**src/rtl/scoreboard_hazard_unit.sv**
```systemverilog
// Scoreboard hazard unit: DEPTH-slot in-flight write table driving RAW stall, forwarding selects and a deferred IRQ flush.
// Latency: stall/fwd are combinational off the registered table; table, occupancy and IRQ outputs are registered.
// Backpressure: stall_ext freezes the table; a RAW hit refuses the issue and a bubble enters slot 0.

module scoreboard_hazard_unit #(
  parameter int DEPTH = 3,
  parameter int NREGS = 32,
  parameter int REG_W = $clog2(NREGS),
  parameter int SEL_W = $clog2(DEPTH + 1)
) (
  input  logic             CLK,
  input  logic             nRST,
  input  logic             issue_valid,
  input  logic             issue_wen,
  input  logic [REG_W-1:0] issue_rd,
  input  logic [SEL_W-1:0] issue_rdy,
  input  logic [REG_W-1:0] rs1,
  input  logic [REG_W-1:0] rs2,
  input  logic             rs1_used,
  input  logic             rs2_used,
  input  logic             stall_ext,
  input  logic [DEPTH-1:0] flush_mask,
  input  logic             mem_busy,
  input  logic             irq_req,
  input  logic             exc,
  output logic             issue_stall,
  output logic [SEL_W-1:0] fwd_sel1,
  output logic [SEL_W-1:0] fwd_sel2,
  output logic             irq_flush,
  output logic             irq_pending,
  output logic [SEL_W-1:0] occupancy
);

  if (DEPTH < 2 || DEPTH > 8) begin : g_bad_depth
    $error("scoreboard_hazard_unit: DEPTH must be within 2..8");
  end

  typedef struct packed {
    logic             valid;
    logic             wen;
    logic [REG_W-1:0] rd;
    logic [SEL_W-1:0] rdy;
  } entry_t;

  typedef struct packed {
    logic             stall;
    logic [SEL_W-1:0] fwd;
  } lookup_t;

  typedef enum logic [1:0] {
    IRQ_IDLE  = 2'd0,
    IRQ_DRAIN = 2'd1,
    IRQ_FLUSH = 2'd2
  } irq_state_e;

  entry_t [DEPTH-1:0] tbl_q;
  entry_t [DEPTH-1:0] tbl_d;
  entry_t             issue_ent;
  lookup_t            look1;
  lookup_t            look2;
  irq_state_e         irq_state_q;
  logic               irq_flush_q;
  logic               irq_pending_q;

  // Walk oldest to youngest so the youngest matching writer overrides any older one.
  function automatic lookup_t lookup(input entry_t [DEPTH-1:0] tbl,
                                     input logic              used,
                                     input logic [REG_W-1:0]  rs);
    lookup_t          res;
    logic             hit;
    logic [SEL_W-1:0] slot;
    logic [SEL_W-1:0] rdy;
    res  = '0;
    hit  = 1'b0;
    slot = '0;
    rdy  = '0;
    for (int s = DEPTH - 1; s >= 0; s--) begin
      if (tbl[s].valid && tbl[s].wen && (tbl[s].rd == rs)) begin
        hit  = 1'b1;
        slot = SEL_W'(s);
        rdy  = tbl[s].rdy;
      end
    end
    if (used && (rs != '0) && hit) begin
      if (slot >= rdy) begin
        res.fwd = slot;
      end else begin
        res.stall = 1'b1;
      end
    end
    return res;
  endfunction

  always_comb begin
    look1       = lookup(tbl_q, rs1_used, rs1);
    look2       = lookup(tbl_q, rs2_used, rs2);
    issue_stall = look1.stall | look2.stall;
    fwd_sel1    = look1.fwd;
    fwd_sel2    = look2.fwd;
  end

  // x0 writes are architecturally discarded, so they never create a dependency.
  always_comb begin
    issue_ent       = '0;
    issue_ent.valid = 1'b1;
    issue_ent.wen   = issue_wen && (issue_rd != '0);
    issue_ent.rd    = issue_rd;
    issue_ent.rdy   = issue_rdy;
  end

  always_comb begin
    tbl_d = tbl_q;
    if (|flush_mask) begin
      if (stall_ext) begin
        for (int s = 0; s < DEPTH; s++) begin
          if (flush_mask[s]) begin
            tbl_d[s] = '0;
          end
        end
      end else begin
        tbl_d[0] = '0;
        for (int s = 1; s < DEPTH; s++) begin
          if (flush_mask[s-1]) begin
            tbl_d[s] = '0;
          end else begin
            tbl_d[s] = tbl_q[s-1];
          end
        end
      end
    end else if (!stall_ext) begin
      if (issue_valid && !issue_stall) begin
        tbl_d[0] = issue_ent;
      end else begin
        tbl_d[0] = '0;
      end
      for (int s = 1; s < DEPTH; s++) begin
        tbl_d[s] = tbl_q[s-1];
      end
    end
  end

  always_ff @(posedge CLK) begin
    if (!nRST) begin
      tbl_q <= '0;
    end else begin
      tbl_q <= tbl_d;
    end
  end

  always_comb begin
    occupancy = '0;
    for (int s = 0; s < DEPTH; s++) begin
      occupancy = occupancy + SEL_W'(tbl_q[s].valid);
    end
  end

  // An exception always beats the interrupt; the privilege block re-raises irq_req later.
  always_ff @(posedge CLK) begin
    if (!nRST) begin
      irq_state_q   <= IRQ_IDLE;
      irq_flush_q   <= 1'b0;
      irq_pending_q <= 1'b0;
    end else begin
      case (irq_state_q)
        IRQ_IDLE: begin
          if (irq_req && !exc) begin
            irq_pending_q <= 1'b1;
            if (mem_busy) begin
              irq_state_q <= IRQ_DRAIN;
              irq_flush_q <= 1'b0;
            end else begin
              irq_state_q <= IRQ_FLUSH;
              irq_flush_q <= 1'b1;
            end
          end else begin
            irq_state_q   <= IRQ_IDLE;
            irq_flush_q   <= 1'b0;
            irq_pending_q <= 1'b0;
          end
        end
        IRQ_DRAIN: begin
          if (exc) begin
            irq_state_q   <= IRQ_IDLE;
            irq_flush_q   <= 1'b0;
            irq_pending_q <= 1'b0;
          end else if (!mem_busy) begin
            irq_state_q   <= IRQ_FLUSH;
            irq_flush_q   <= 1'b1;
            irq_pending_q <= 1'b1;
          end else begin
            irq_state_q   <= IRQ_DRAIN;
            irq_flush_q   <= 1'b0;
            irq_pending_q <= 1'b1;
          end
        end
        IRQ_FLUSH: begin
          irq_state_q   <= IRQ_IDLE;
          irq_flush_q   <= 1'b0;
          irq_pending_q <= 1'b0;
        end
        default: begin
          irq_state_q   <= IRQ_IDLE;
          irq_flush_q   <= 1'b0;
          irq_pending_q <= 1'b0;
        end
      endcase
    end
  end

  assign irq_flush   = irq_flush_q;
  assign irq_pending = irq_pending_q;

endmodule

```
**config.mk**
```make
export PLATFORM = sky130hd
export DESIGN_NAME = scoreboard_hazard_unit
export DESIGN_NICKNAME = d
export VERILOG_FILES = /design/src/rtl/scoreboard_hazard_unit.sv
export SDC_FILE = /design/constraint.sdc
export NUM_CORES = 1
export LEC_CHECK = 0
export ABC_AREA = 1
export BUFFER_PORTS_ARGS = -buffer_cell sky130_fd_sc_hd__buf_2
export CAP_MARGIN = 20
export CORE_MARGIN = 2
export CORE_UTILIZATION = 25
export CTS_BUF_LIST = sky130_fd_sc_hd__clkbuf_4 sky130_fd_sc_hd__clkbuf_8
export DETAILED_ROUTE_END_ITERATION = 10
export SETUP_SLACK_MARGIN = 0.1
export SLEW_MARGIN = 20
export SYNTH_ARGS = -nofsm -noshare
export SYNTH_HDL_FRONTEND = slang
export SYNTH_SLANG_ARGS = --single-unit
```
**constraint.sdc**
```tcl
create_clock -name CLK -period 3.2 [get_ports CLK]
set_clock_uncertainty 0.05 [all_clocks]
set_input_delay 0.32 -clock CLK [delete_from_list [all_inputs] [get_ports CLK]]
set_output_delay 0.32 -clock CLK [all_outputs]
set_load 0.01 [all_outputs]
```
==> After elaboration in Yosys (flattened, before gate mapping) <==
Index checks and enable logic that the tools add are counted.
{ "word_totals": {"register_bits": 31, "in_bits": 30, "output_inout_bits": 9, "word_cells": 95} }
{ "op_classes": {"add_sub_neg": 2, "magnitude_cmp": 2, "n_eq_ne": 9, "mux": 42, "bitwise": 1, "n_reduce_logical": 24} }
{ "op_table": {"columns": ["op", "count"], "rows": [
  ["$mux W27", 3],
  ["$mux W9", 4],
  ["$mux W2", 17],
  ["$eq A5 B5 Y1", 6],
  ["$logic_and A1 B1 Y1", 16],
  ["$reduce_bool A5 Y1", 3],
  ["$mux W1", 13],
  ["$mux W3", 2],
  ["$ge A2 B2 Y1", 2],
  ["$ne A2 B1 Y1 const B", 2],
  ["$pmux W1 S2", 2],
  ["$pmux W2 S2", 1],
  ["$reduce_or A3 Y1", 1],
  ["$add A1 B1 Y2", 1],
  ["$add A2 B1 Y2", 1],
  ["$eq A2 B1 Y1 const B", 1],
  ["$logic_not A1 Y1", 2],
  ["$logic_not A2 Y1", 1],
  ["$reduce_and A2 Y1", 1],
  ["$or A1 B1 Y1", 1]
]} }

==> Logic depth before layout (Yosys ltp) <==
{ "logic_depth": {"depth_word": 14, "mapped_depth": 19, "ltp_nobuf": 19} }

==> Least setup slack after synthesis <==
Ideal clock, no wire load.
{ "synth_timing": {"path_kind": "reg-to-output", "start": "reg tbl_q[14] (netlist name)", "end": "out issue_stall", "arrival_ns": 2.020, "t_required_ns": 2.830, "slack_ns": 0.810, "path_stages_with_launch": 14, "path_cell_list": "dfxtp_1 nand2_1 nand2_1 nor2_2 nand3_2 nand4_1 o221ai_1 o21ai_0 ha_1 inv_1 nor2_1 a211oi_1 nand3_4 nand2_1"} }
{ "synth_between": {"elab_chain_cells": 8} }
{ "synth_rtl": {"columns": ["element", "line", "source"], "rows": [
  ["from (decl)", "56", "entry_t [DEPTH-1:0] tbl_q;"],
  ["from (signal assigned)", "146", "tbl_q <= tbl_d;"],
  ["$eq A5 B5 Y1", "78", "if (tbl[s].valid && tbl[s].wen && (tbl[s].rd == rs)) begin"],
  ["$logic_and A1 B1 Y1", "78", null],
  ["$mux W2 (2 in a row)", "78", null],
  ["$ge A2 B2 Y1", "85", "if (slot >= rdy) begin"],
  ["$mux W1", "85", null],
  ["$mux W3", "84", "if (used && (rs != '0) && hit) begin"],
  ["$or A1 B1 Y1 *", "97", "issue_stall = look1.stall | look2.stall;"],
  ["to (decl)", "26", "output logic issue_stall,"]
]} }
Mark *: on every way between the ends. The rest lies on a longest branch, timed or not.

==> Final worst setup path <==
{ "layout_timing": {"start": "reg tbl_q[8] (netlist name)", "end": "out issue_stall"} }
{ "layout_between": {"elab_chain_cells": 7} }
{ "layout_rtl": {"columns": ["element", "line"], "rows": [
  ["$logic_and A1 B1 Y1 *", "78"],
  ["$logic_and A1 B1 Y1", "78"],
  ["$mux W2", "78"],
  ["$ge A2 B2 Y1", "85"],
  ["$mux W1", "85"],
  ["$mux W3", "84"],
  ["$or A1 B1 Y1 *", "97"]
]} }
Marked as above.

==> flow_summary.json <==
{
  "status": "completed",
  "worst_pin_slew_ns": 0.6152,
  "drv_cap": 0,
  "ys.warnings.count": 0,
  "power_mw": 0.8011,
  "dpl_cell_area_um2": 2415,
  "p_leak_nw": 1.126,
  "route.vias.total": 2238,
  "fin_tns_setup_ns": 0,
  "min_period_over_period": 0.9089,
  "area_growth_pct": 20.87,
  "grt_pass1_vias": 1982,
  "fmax_mhz": 343.8,
  "arrival_ns": 2.54,
  "yosysSeqAreaShare": 0.2854,
  "start_kind": "flip-flop",
  "antenna_cells": 0,
  "layout-drive-gt1-share": 0.2519,
  "min_path_type": "input pin to flip-flop",
  "critPathCaptureType": "primary output",
  "clockBufferDepth": 2,
  "final_area_um2": 2544,
  "fill_cells": 913,
  "synth_area_leaders": "dfxtp_1, nand2_1, nor2_1",
  "clock-sinks": 30,
  "syn_area_per_cell_um2": 6.172,
  "vdd_drop_max_v": 0.0002798,
  "synth.largest_area_cell": "dfxtp_1",
  "nets": 419,
  "hold_end": "irq_state_q[1]$_SDFF_PN0_",
  "multiInputGateArea_um2": 1301,
  "worstSetupPathType": "flip-flop to primary output",
  "synth_cells": 341,
  "cts_tree": "yes",
  "num_io_pins": 39,
  "critPathMaxFanout": 6,
  "clock-root-buffer": "clkbuf_8",
  "initial_core_util": 0.2574,
  "grt_setup_unrepaired": "yes",
  "setup_viol": 0,
  "period_needed_ns": 2.908,
  "clk_pin_slew_worst_paths_ns": 0.06,
  "relSlewSlack": 0.5883,
  "synth_top_area_frac": 0.2854,
  "hpwlAfterDp_um": 4685,
  "final_core_util": 0.3111,
  "drt_iter0_drc": 119,
  "hold_violations": 0,
  "drc": 0,
  "hold-path-cell-count": 2,
  "ant_nets": 0,
  "worstPathRequired_ns": 2.83,
  "place_congestion": 0.9213,
  "r2r_start": "tbl_q[8]$_SDFFE_PN0P_",
  "wl_per_cell_um": 12.13,
  "viasPerCell": 4.567,
  "syn_area_um2": 2105,
  "holdBufCountCts": 0,
  "ys_seq_elements": 30,
  "ff_latch_area_um2": 611.8,
  "syn-num-nets": 376,
  "powerDensity_nw_per_um2": 314.9,
  "r2r_slack_ns": 0.65,
  "cts_buffers": 5,
  "worst_slack_ns": 0.2917,
  "track_usage": 0.1359,
  "min_from": "mem_busy",
  "synth.distinct_cells": 30,
  "die_h_um": 95.75,
  "detail_route.first_pass.iterations": 4,
  "finalMaxSlewViolations": 0,
  "grt_pass1_wl_um": 9611,
  "die_x_um": 95.75,
  "finalWirelength_um": 5943,
  "io_buffer_count": 38,
  "grt_max_degree": 28,
  "post-place-ws_ns": 0.3987,
  "grt_overflow": 0,
  "clk_latency_ns": 0.28,
  "fp.coreArea_um2": 8175,
  "rows": 33,
  "rr_endpoint": "tbl_q[0]$_SDFFE_PN0P_",
  "worst-r2r-cell-count": 18,
  "antenna_found_initial": 0,
  "htree_levels": 2,
  "dieArea_um2": 9168
}
==> metal layers <==
| metal | global-route usage | wire (um) |
|---|---|---|
| met5 | 0 | 0 |
| met4 | 0.02857 | 55 |
| met3 | 0.02741 | 425 |
| met2 | 0.2086 | 2562 |
| met1 | 0.1967 | 2900 |
==> sequential cells by signal (all words and copies together) (netlist names) <==
name	count
tbl_q	27
irq_state_q	2
irq_pending	1
==> Yosys cell counts, drive strengths merged <==
cell / n
a21oi: 23
o21ai: 10
or4: 1
nor3: 8
nand4: 6
o21a: 1
xor2: 1
o221ai: 4
inv: 49
fa: 1
nand3: 32
a211oi: 1
o211ai: 2
clkbuf: 5
dfxtp: 30
nor2: 55
nand3b: 1
ha: 4
nand2: 105
clkinv: 2
==> layout make-up <==
| cell class | count | area share |
|---|---|---|
| Multi-Input combinational cell | 255 | 0.5116 |
| Tap cell | 105 | 0.05165 |
| Sequential cell | 30 | 0.2405 |
| Inverter | 51 | 0.07526 |
| Clock inverter | 1 | 0.001968 |
| Clock buffer | 7 | 0.03542 |
| Timing Repair Buffer | 41 | 0.08362 |
==> how the worst max path moves through the flow <==
| stage | startpoint | end | cells after the start |
|---|---|---|---|
| final | tbl_q[8]$_SDFFE_PN0P_ | issue_stall | 16 |
| after global routing | tbl_q[14]$_SDFFE_PN0P_ | fwd_sel1[1] | 14 |
| after CTS | tbl_q[24]$_SDFFE_PN0P_ | fwd_sel1[1] | 14 |
| after detailed placement | rs1[3] | fwd_sel1[1] | 16 |
| after global placement | rs1[0] | fwd_sel1[1] | 16 |
| after floorplan | tbl_q[14]$_SDFFE_PN0P_ | issue_stall | 13 |
==> critical path, stage by stage, from the launching register on <==
cell and delay (ns):
dfxtp_2 0.38, nand2_1 0.08, inv_1 0.13, nand2_2 0.08
nor2_4 0.10, nand3_4 0.12, inv_1 0.12, nor2_1 0.07
nand2_1 0.06, o221ai_1 0.12, ha_1 0.29, o21ai_0 0.16
nand2_1 0.10, nor2_2 0.16, nand2_4 0.10, nand2_1 0.08
buf_2 0.12
==> layout by cell type, fill, tap and decap left out, types with 7 or more instances in the layout <==
| cell type | Yosys | routed |
|---|---|---|
| nand2_1 | 102 | 102 |
| nor2_2 | 6 | 7 |
| inv_1 | 32 | 32 |
| buf_2 | 0 | 38 |
| nor3_1 | 8 | 8 |
| nor2_1 | 48 | 47 |
| dfxtp_1 | 30 | 21 |
| a21oi_1 | 22 | 22 |
| inv_2 | 17 | 17 |
| dfxtp_2 | 0 | 9 |
| nand3_1 | 24 | 24 |
==> stage by stage <==
stage / std cells / hold WS (ns)
floorplan: 341 / 0.3424
global placement: 480 / 0.3996
detailed placement: 480 / 0.4036
CTS: 488 / 0.1613
global route: 490 / 0.1610
finish: 490 / 0.1654
==> power breakdown <==
group	leakage (nW)	total (mW)	switching, mW	internal, mW
Sequential	0.247	0.380	0.00330	0.377
Clock	0.0517	0.319	0.138	0.182
Combinational	0.827	0.102	0.0683	0.0335
==> repair_timing <==
item	in CTS	in global routing
setup endpoints to repair	0	4
resized for setup	0	11
setup buffers	0	2
==> kinds of logic after synthesis <==
logic type / after synthesis / share of synthesized area
AO/OA/AOI/OAI: 41 / 0.1112
XOR/XNOR: 1 / 0.004162
adder cells (fa/ha/maj): 5 / 0.03330
buffers and inverters: 56 / 0.09989
flip-flops: 30 / 0.2854
AND/OR/NAND/NOR: 208 / 0.4661
No activity file was read; power rests on OpenSTA's default activity.
